File: config.mk
export PLATFORM = sky130hd
export DESIGN_NAME = axi_lite_slave_regs_flat
export DESIGN_NICKNAME = d
export VERILOG_FILES = /design/src/rtl/axi_lite_slave_regs_if.sv /design/src/rtl/axi_lite_slave_regs.sv /design/src/flat_wrapper.sv
export SDC_FILE = /design/constraint.sdc
export NUM_CORES = 1
export LEC_CHECK = 0
export ABC_AREA = 1
export CORE_ASPECT_RATIO = 1.75
export CORE_UTILIZATION = 27
export DETAILED_ROUTE_END_ITERATION = 7
export PLACE_DENSITY = 0.55
export SETUP_SLACK_MARGIN = 0.4
export SYNTH_ARGS = -nofsm -noshare
export SYNTH_HDL_FRONTEND = slang
export SYNTH_SLANG_ARGS = --single-unit
File: constraint.sdc
create_clock -name ACLK -period 2.48 [get_ports ACLK]
set_input_delay 0.496 -clock ACLK [delete_from_list [all_inputs] [get_ports ACLK]]
set_output_delay 0.496 -clock ACLK [all_outputs]
set_load 0.02 [all_outputs]
File: src/rtl/axi_lite_slave_regs_if.sv
// AXI4-Lite AW/W/B/AR/R channel bundle between the team's master and a register slave.
// Pure wiring: no latency, no storage; backpressure is carried by the VALID/READY pairs.
// Flow control is entirely defined by the endpoints attached to the modports.
interface axi_lite_slave_regs_if;
    logic        AWVALID;
    logic        AWREADY;
    logic [31:0] AWADDR;
    logic        WVALID;
    logic        WREADY;
    logic [31:0] WDATA;
    logic [3:0]  WSTRB;
    logic        BVALID;
    logic        BREADY;
    logic [1:0]  BRESP;
    logic        ARVALID;
    logic        ARREADY;
    logic [31:0] ARADDR;
    logic        RVALID;
    logic        RREADY;
    logic [31:0] RDATA;
    logic [1:0]  RRESP;

    modport master (
        output AWVALID, AWADDR, WVALID, WDATA, WSTRB, BREADY, ARVALID, ARADDR, RREADY,
        input  AWREADY, WREADY, BVALID, BRESP, ARREADY, RVALID, RDATA, RRESP
    );

    modport slave (
        input  AWVALID, AWADDR, WVALID, WDATA, WSTRB, BREADY, ARVALID, ARADDR, RREADY,
        output AWREADY, WREADY, BVALID, BRESP, ARREADY, RVALID, RDATA, RRESP
    );
endinterface

File: src/rtl/axi_lite_slave_regs.sv
// AXI4-Lite slave backing NUM_REGS x 32-bit registers with byte strobes, SLVERR on out-of-range.
// Latency: BVALID / RVALID one cycle after the completing AW+W / AR handshake edge.
// Backpressure: one outstanding write and one outstanding read; READYs drop until B / R drain.
module axi_lite_slave_regs #(
    parameter int NUM_REGS = 8,
    parameter int ADDR_LSB = 2
) (
    input  logic                     ACLK,
    input  logic                     ARESET,
    axi_lite_slave_regs_if.slave     s_axi,
    output logic [NUM_REGS*32-1:0]   reg_out,
    output logic [NUM_REGS-1:0]      wr_pulse
);
    localparam int IDX_W = (NUM_REGS > 1) ? $clog2(NUM_REGS) : 1;
    localparam logic [1:0] RESP_OKAY   = 2'b00;
    localparam logic [1:0] RESP_SLVERR = 2'b10;

    typedef enum logic [1:0] {WR_IDLE, WR_ADDR, WR_DATA, WR_RESP} wr_state_t;
    typedef enum logic {RD_IDLE, RD_DATA} rd_state_t;

    wr_state_t   wr_state, wr_state_nxt;
    rd_state_t   rd_state, rd_state_nxt;
    logic        aw_hs, w_hs, ar_hs, wr_commit;
    logic [31:0] awaddr_q, wdata_q;
    logic [3:0]  wstrb_q;
    logic [31:0] wr_addr, wr_data, wr_word_idx, rd_word_idx;
    logic [3:0]  wr_strb;
    logic        wr_in_range, rd_in_range;
    logic [31:0] regs [NUM_REGS];

    assign aw_hs = s_axi.AWVALID && s_axi.AWREADY;
    assign w_hs  = s_axi.WVALID  && s_axi.WREADY;
    assign ar_hs = s_axi.ARVALID && s_axi.ARREADY;

    // Whichever half arrived earlier comes from the latch, the other straight off the bus.
    assign wr_addr     = (wr_state == WR_ADDR) ? awaddr_q : s_axi.AWADDR;
    assign wr_data     = (wr_state == WR_DATA) ? wdata_q  : s_axi.WDATA;
    assign wr_strb     = (wr_state == WR_DATA) ? wstrb_q  : s_axi.WSTRB;
    assign wr_word_idx = wr_addr >> ADDR_LSB;
    assign wr_in_range = wr_word_idx < 32'(NUM_REGS);
    assign rd_word_idx = s_axi.ARADDR >> ADDR_LSB;
    assign rd_in_range = rd_word_idx < 32'(NUM_REGS);

    always_comb begin
        wr_state_nxt = wr_state;
        wr_commit    = 1'b0;
        case (wr_state)
            WR_IDLE: begin
                if (aw_hs && w_hs) begin
                    wr_state_nxt = WR_RESP;
                    wr_commit    = 1'b1;
                end else if (aw_hs) begin
                    wr_state_nxt = WR_ADDR;
                end else if (w_hs) begin
                    wr_state_nxt = WR_DATA;
                end
            end
            WR_ADDR: if (w_hs) begin
                wr_state_nxt = WR_RESP;
                wr_commit    = 1'b1;
            end
            WR_DATA: if (aw_hs) begin
                wr_state_nxt = WR_RESP;
                wr_commit    = 1'b1;
            end
            WR_RESP: if (s_axi.BVALID && s_axi.BREADY) wr_state_nxt = WR_IDLE;
            default: wr_state_nxt = WR_IDLE;
        endcase
    end

    always_ff @(posedge ACLK) begin
        if (ARESET) begin
            wr_state      <= WR_IDLE;
            s_axi.AWREADY <= 1'b0;
            s_axi.WREADY  <= 1'b0;
            s_axi.BVALID  <= 1'b0;
            s_axi.BRESP   <= RESP_OKAY;
            wr_pulse      <= '0;
            awaddr_q      <= '0;
            wdata_q       <= '0;
            wstrb_q       <= '0;
        end else begin
            wr_state      <= wr_state_nxt;
            s_axi.AWREADY <= (wr_state_nxt == WR_IDLE) || (wr_state_nxt == WR_DATA);
            s_axi.WREADY  <= (wr_state_nxt == WR_IDLE) || (wr_state_nxt == WR_ADDR);
            s_axi.BVALID  <= (wr_state_nxt == WR_RESP);
            wr_pulse      <= '0;
            if (aw_hs) awaddr_q <= s_axi.AWADDR;
            if (w_hs) begin
                wdata_q <= s_axi.WDATA;
                wstrb_q <= s_axi.WSTRB;
            end
            if (wr_commit) begin
                s_axi.BRESP <= wr_in_range ? RESP_OKAY : RESP_SLVERR;
                if (wr_in_range) wr_pulse[wr_word_idx[IDX_W-1:0]] <= 1'b1;
            end
        end
    end

    always_ff @(posedge ACLK) begin
        if (ARESET) begin
            for (int k = 0; k < NUM_REGS; k++) regs[k] <= '0;
        end else if (wr_commit && wr_in_range) begin
            for (int b = 0; b < 4; b++) begin
                if (wr_strb[b]) regs[wr_word_idx[IDX_W-1:0]][8*b +: 8] <= wr_data[8*b +: 8];
            end
        end
    end

    always_comb begin
        rd_state_nxt = rd_state;
        case (rd_state)
            RD_IDLE: if (ar_hs) rd_state_nxt = RD_DATA;
            RD_DATA: if (s_axi.RVALID && s_axi.RREADY) rd_state_nxt = RD_IDLE;
            default: rd_state_nxt = RD_IDLE;
        endcase
    end

    // Sampling regs with <= on the accept edge yields the pre-write value on a collision.
    always_ff @(posedge ACLK) begin
        if (ARESET) begin
            rd_state      <= RD_IDLE;
            s_axi.ARREADY <= 1'b0;
            s_axi.RVALID  <= 1'b0;
            s_axi.RDATA   <= '0;
            s_axi.RRESP   <= RESP_OKAY;
        end else begin
            rd_state      <= rd_state_nxt;
            s_axi.ARREADY <= (rd_state_nxt == RD_IDLE);
            s_axi.RVALID  <= (rd_state_nxt == RD_DATA);
            if (ar_hs) begin
                s_axi.RDATA <= rd_in_range ? regs[rd_word_idx[IDX_W-1:0]] : 32'h0;
                s_axi.RRESP <= rd_in_range ? RESP_OKAY : RESP_SLVERR;
            end
        end
    end

    always_comb begin
        reg_out = '0;
        for (int k = 0; k < NUM_REGS; k++) reg_out[32*k +: 32] = regs[k];
    end
endmodule

File: src/flat_wrapper.sv
// flat-port wrapper written by rule: the top's interface ports become plain ports
module axi_lite_slave_regs_flat 
#(
    parameter int NUM_REGS = 8,
    parameter int ADDR_LSB = 2
)
  (ACLK, ARESET, reg_out, wr_pulse, s_axi_AWVALID, s_axi_AWADDR, s_axi_WVALID, s_axi_WDATA, s_axi_WSTRB, s_axi_BREADY, s_axi_ARVALID, s_axi_ARADDR, s_axi_RREADY, s_axi_AWREADY, s_axi_WREADY, s_axi_BVALID, s_axi_BRESP, s_axi_ARREADY, s_axi_RVALID, s_axi_RDATA, s_axi_RRESP);
  axi_lite_slave_regs_if s_axi_i ();
  input  logic ACLK;
  input  logic ARESET;
  output logic [NUM_REGS*32-1:0] reg_out;
  output logic [NUM_REGS-1:0] wr_pulse;
  input wire logic [$bits(s_axi_i.AWVALID)-1:0] s_axi_AWVALID;
  input wire logic [$bits(s_axi_i.AWADDR)-1:0] s_axi_AWADDR;
  input wire logic [$bits(s_axi_i.WVALID)-1:0] s_axi_WVALID;
  input wire logic [$bits(s_axi_i.WDATA)-1:0] s_axi_WDATA;
  input wire logic [$bits(s_axi_i.WSTRB)-1:0] s_axi_WSTRB;
  input wire logic [$bits(s_axi_i.BREADY)-1:0] s_axi_BREADY;
  input wire logic [$bits(s_axi_i.ARVALID)-1:0] s_axi_ARVALID;
  input wire logic [$bits(s_axi_i.ARADDR)-1:0] s_axi_ARADDR;
  input wire logic [$bits(s_axi_i.RREADY)-1:0] s_axi_RREADY;
  output wire logic [$bits(s_axi_i.AWREADY)-1:0] s_axi_AWREADY;
  output wire logic [$bits(s_axi_i.WREADY)-1:0] s_axi_WREADY;
  output wire logic [$bits(s_axi_i.BVALID)-1:0] s_axi_BVALID;
  output wire logic [$bits(s_axi_i.BRESP)-1:0] s_axi_BRESP;
  output wire logic [$bits(s_axi_i.ARREADY)-1:0] s_axi_ARREADY;
  output wire logic [$bits(s_axi_i.RVALID)-1:0] s_axi_RVALID;
  output wire logic [$bits(s_axi_i.RDATA)-1:0] s_axi_RDATA;
  output wire logic [$bits(s_axi_i.RRESP)-1:0] s_axi_RRESP;
  assign s_axi_i.AWVALID = s_axi_AWVALID;
  assign s_axi_i.AWADDR = s_axi_AWADDR;
  assign s_axi_i.WVALID = s_axi_WVALID;
  assign s_axi_i.WDATA = s_axi_WDATA;
  assign s_axi_i.WSTRB = s_axi_WSTRB;
  assign s_axi_i.BREADY = s_axi_BREADY;
  assign s_axi_i.ARVALID = s_axi_ARVALID;
  assign s_axi_i.ARADDR = s_axi_ARADDR;
  assign s_axi_i.RREADY = s_axi_RREADY;
  assign s_axi_AWREADY = s_axi_i.AWREADY;
  assign s_axi_WREADY = s_axi_i.WREADY;
  assign s_axi_BVALID = s_axi_i.BVALID;
  assign s_axi_BRESP = s_axi_i.BRESP;
  assign s_axi_ARREADY = s_axi_i.ARREADY;
  assign s_axi_RVALID = s_axi_i.RVALID;
  assign s_axi_RDATA = s_axi_i.RDATA;
  assign s_axi_RRESP = s_axi_i.RRESP;
  axi_lite_slave_regs #(.NUM_REGS(NUM_REGS), .ADDR_LSB(ADDR_LSB)) u_core (.ACLK(ACLK), .ARESET(ARESET), .s_axi(s_axi_i), .reg_out(reg_out), .wr_pulse(wr_pulse));
endmodule
# [Word-level counts from Yosys, hierarchy flattened]
# Memory sizes are Yosys's and may differ from the RTL's.
# Cells that the tools add are included.
[totals] register_bits=119 ramBits=256 output_inout_bits=305 n_memories=1
[op_classes] order_cmp=4 n_eq_ne=6 n_mux=43 bitwise_logic=4 reduce_logical=14
[memory_table] memory="u_core.regs" depth=8 width=32 rd=9 rd_clocked_by_memory_dff=0 wr=8 line="axi_lite_slave_regs.sv:29" source="logic [31:0] regs [NUM_REGS];"
[ops] cell="32-bit two-way mux" n=4
[ops] cell="30-bit by 4-bit < comparator with 1-bit output, second input constant" n=2
[ops] cell="32-bit OR reduction" n=1
[ops] cell="1-bit two-way mux" n=24
[ops] cell="2-bit two-way mux" n=8
[ops] cell="2-bit equality test, second input constant" n=4
[ops] cell="1-bit logical AND" n=8
[ops] cell="4-bit two-way mux" n=2
[ops] cell="2-bit case mux with 4 select lines" n=1
[ops] cell="2-bit by 1-bit equality test with 1-bit output, second input constant" n=2
[ops] cell="2-bit zero test" n=2
[ops] cell="3-bit by 4-bit < comparator with 1-bit output, second input constant" n=1
[ops] cell="1-bit inverter" n=4
[ops] cell="1-bit demux with 3-bit select" n=1
[ops] cell="3-bit by 1-bit greater-or-equal comparator with 1-bit output, second input constant" n=1
[ops] cell="3-bit two-way mux" n=1
[ops] cell="1-bit case mux with 3 select lines" n=1
[ops] cell="3-bit OR reduction" n=1
[ops] cell="1-bit logical OR" n=2
[ops] cell="1-bit case mux with 2 select lines" n=1

# [Logic depth before layout (Yosys ltp)]
[logic_depth] ltp_word=10 mapped_depth=11 ltp_nobuf=9

# [Worst setup path before layout]
# Ideal clock, no wire load.
[synth_path] path_kind="input -> register" start="input s_axi_WVALID" end="memory u_core.regs[2][0] (enable)" t_arrival_ns=1.855 slack_ns=0.296 cell_stages=9 cell_sequence="nand2_1 nand2_1 nand3_1 a21oi_2 nand2_2 nor2_8 buf_12 nand4_4 nand2_1"
[synth_lines] element="from (decl)" line="flat_wrapper.sv:15" source="input wire logic [$bits(s_axi_i.WVALID)-1:0] s_axi_WVALID;"
[synth_lines] element="to (decl)" line="axi_lite_slave_regs.sv:29"

==> flow_summary_export.csv <==
group,metric,value,unit
floorplanning,fp-row-count,119,
hold_path,hold_end,"u_core.s_axi.RDATA[17]",
floorplanning,coreArea,60300,um2
setup_path,r2r_setup_slack,420,ps
floorplanning,start_util,27.4,%
synthesis,synth_area,16500,um2
placement,dp_hpwl,50200,um
setup_path,reg2regPathDepth,11,
hold_path,holdCritStartpoint,"u_core.s_axi.RDATA[17]",
setup_path,cp.arrival,2300,ps
sta,worst_slew_pin_slew,704,ps
sta,final-setup-viol-count,0,
synthesis,synth_warnings,0,
synthesis,ys.flop_type,"edfxtp_1",
power_and_ir_drop,intPower,0.0112,W
global_route,overflow,0,
final_layout,utilization,40.5,%
global_route,grt_usage,20.2,%
global_route,grt_pass1_vias,14312,
synthesis,synth_cell_types,39,
setup_path,path_class,"reg -> reg",
power_and_ir_drop,power.total,0.0152,W
power_and_ir_drop,swShare,26.4,%
drt,vias_per_cell,4.75,
sta,fin_skew,20.0,ps
setup_path,timing.rr.end,"u_core.regs[4][11]",
drt,vias,14286,
drt,ant_nets,0,
power_and_ir_drop,power_frac_comb,13.9,%
run_status,outcome,"finished clean",
power_and_ir_drop,p_switching,0.00403,W
floorplanning,die_w,189,um
drt,firstDrtPassIters,5,
drt,totalWireLength,64900,um
final_layout,fin_area,24400,um2
sta,hold_violations,0,
synthesis,synth_most_common_cell,"nor2_1",
power_and_ir_drop,peakVddDrop,414,uV
global_route,grt_max_degree,75,
power_and_ir_drop,seq_power_share,46.1,%
setup_path,cp-start-kind,"flip-flop",
power_and_ir_drop,p_clk_share,40.0,%
clock_network,clock_path_buffers,3,
clock_network,clock-sinks,371,
final_layout,drive_gt1_share,17.0,%
clock_network,clk_pin_slew,60,ps
final_layout,fin_nets,2300,
synthesis,syn_avg_cell_area,9.62,um2
hold_path,hp-class,"reg -> reg",
flow_run,maxCapViolations,0,
synthesis,synth_top_area_cell,"edfxtp_1",
synthesis,synth_enable_flop_cells,256,
final_layout,stdcell_count,3009,
synthesis,ys_seq_elements,371,
synthesis,synth_area_leaders,"edfxtp_1 (46%), dfxtp_1 (14%), nor2_1 (11%)",
clock_network,cts_root_buffer,"clkbuf_16",
setup_path,crit_fanout,8,
clock_network,clock_latency,540,ps
setup_path,end_kind,"flip-flop",
floorplanning,io_pins,412,
sta,timing.fmax,485,MHz
sta,drv_slew,0,
global_route,grt_pass1_wl,93100,um
synthesis,ys_seq_area_share,60.4,%
final_layout,diodes,0,
drt,drc,0,
sta,fin_ws,417,ps
clock_network,cts_tree,"built",
placement,gp_congestion,0.881,
floorplanning,die_area,62300,um2
setup_path,r2r-start,"u_core.wr_state[0]",
sta,relSlewSlack,53.0,%
synthesis,synthTopCellsByCount,"nor2_1 (495), nand2_1 (326), edfxtp_1 (256)",
placement,dp.cells,2929,
global_route,grt_antenna_before_repair,2,
floorplanning,die_h,329,um
sta,period_share,83.2,%
setup_path,required,2720,ps
synthesis,ys_async_sr_fraction,0,%
sta,rsz0062_at_grt,"true",
placement,place_area,22300,um2
power_and_ir_drop,leakagePower,9.98,nW
placement,pre_cts_ws,-139,ps
hold_path,min_path_cells,2,
clock_network,htreeDepth,2,
sta,fin_crit,2060,ps
placement,port_buffers,405,
drt,wl_per_cell,21.6,um
power_and_ir_drop,powerDensity,623,nW/um2
clock_network,cts_buffers,38,
synthesis,syn_inst,1720,
synthesis,synth_top_area_share,46.5,%
final_layout,area_growth,47.8,%
drt,drt_iter0_drc,838,
## logic make-up (layout without fill, tap and decap cells)
family / after synthesis / after routing / synth area share [%]
compound gates: 206 / 206 / 6.61
mux: 35 / 35 / 2.15
other cells: 1 / 2 / 0.0227
simple gates: 989 / 989 / 27.7
buf+inv: 118 / 620 / 3.17
flops: 371 / 371 / 60.4
## layer usage
metal / routed length, um / GRT usage (%)
met1: 24000 / 22.6
met5: 13 / 0
met4: 2920 / 9.13
met3: 5110 / 4.73
met2: 32900 / 36.2
## state kept, by name, indices dropped and copies added (netlist names), 2 cells and up
signal and count:
u_core.regs 256, u_core.s_axi.RDATA 32, u_core.wdata_q 32, u_core.awaddr_q 30
u_core.wr_pulse 8, u_core.wstrb_q 4, u_core.wr_state 2
## critical path, stage by stage, from the launching register on
cell and delay (ps):
dfxtp_4 390, inv_4 50, buf_4 120, nand2_1 80, nand3_1 110, a21oi_2 130
nand2_2 100, nor2_8 120, buf_12 160, clkbuf_16 200, nand4_4 140, nand2_8 160
## layout by cell type, fill, tap and decap left out, drive strengths merged
master         netlist  final
buf                 31    123
clkinvlp             0      1
dlymetal6s2s         0     23
conb                 1      2
o21ai              136    136
nor2               505    505
dfxtp              115    115
o22ai               32     32
nand3               97     97
clkinv               1     14
bufinv               0      5
mux2i               31     31
a21oi               38     38
inv                 20     22
nor3b                1      1
clkbuf              66     53
nor3                 9      9
dlygate4sd2          0    149
nand3b               2      2
nand4               35     35
and2                 8      8
or2                  2      2
nand2              329    329
clkdlybuf4s50        0    230
edfxtp             256    256
mux2                 4      4
and3                 1      1
## per-stage QoR
step | setup TNS (ps) | hold slack [ps]
after floorplan | 0 | 446
after global placement | -31240 | 457
after detailed placement | -20740 | 457
after CTS | 0 | 468
after global routing | 0 | 483
final | 0 | 464
## cell type report
type / count / area, um2
clock inverter: 21 / 248
sequential: 371 / 10000
multi-input combinational: 1232 / 6760
fill: 5896 / 35900
inverter: 21 / 91.3
clock buffer: 49 / 1070
timing repair buffer: 529 / 5290
tap: 786 / 983
## power groups by stage
| stage | clock network (W) | registers, W | logic [W] |
|---|---|---|---|
| 2_1_floorplan | 0 | 0.00727 | 0.000873 |
| 3_3_place_gp | 0 | 0.00715 | 0.00210 |
| 3_5_place_dp | 0 | 0.00715 | 0.00212 |
| 4_1_cts | 0.00626 | 0.00702 | 0.00207 |
| 5_1_grt | 0.00644 | 0.00703 | 0.00228 |
| 6_report | 0.00610 | 0.00701 | 0.00212 |
## worst max path at each step
stage,startpoint,to,slack [ps]
after floorplan,s_axi_WVALID,u_core.regs[2][0],370
after global placement,s_axi_AWADDR[8],u_core.regs[7][16],-160
after detailed placement,s_axi_AWADDR[10],u_core.regs[7][26],-140
after CTS,u_core.regs[5][22],reg_out[182],400
after global routing,u_core.wr_state[0],u_core.regs[7][0],310
final,u_core.wr_state[0],u_core.regs[4][11],420
## what timing repair did
item / CTS / global route
setup endpoints to repair: 483 / 429
setup buffers: 2 / 4
cloned: 0 / 4
gates resized for setup: 162 / 219
hold buffers: 0 / 0
pin swaps: 4 / 7
No activity file was read; power rests on OpenSTA's default activity.
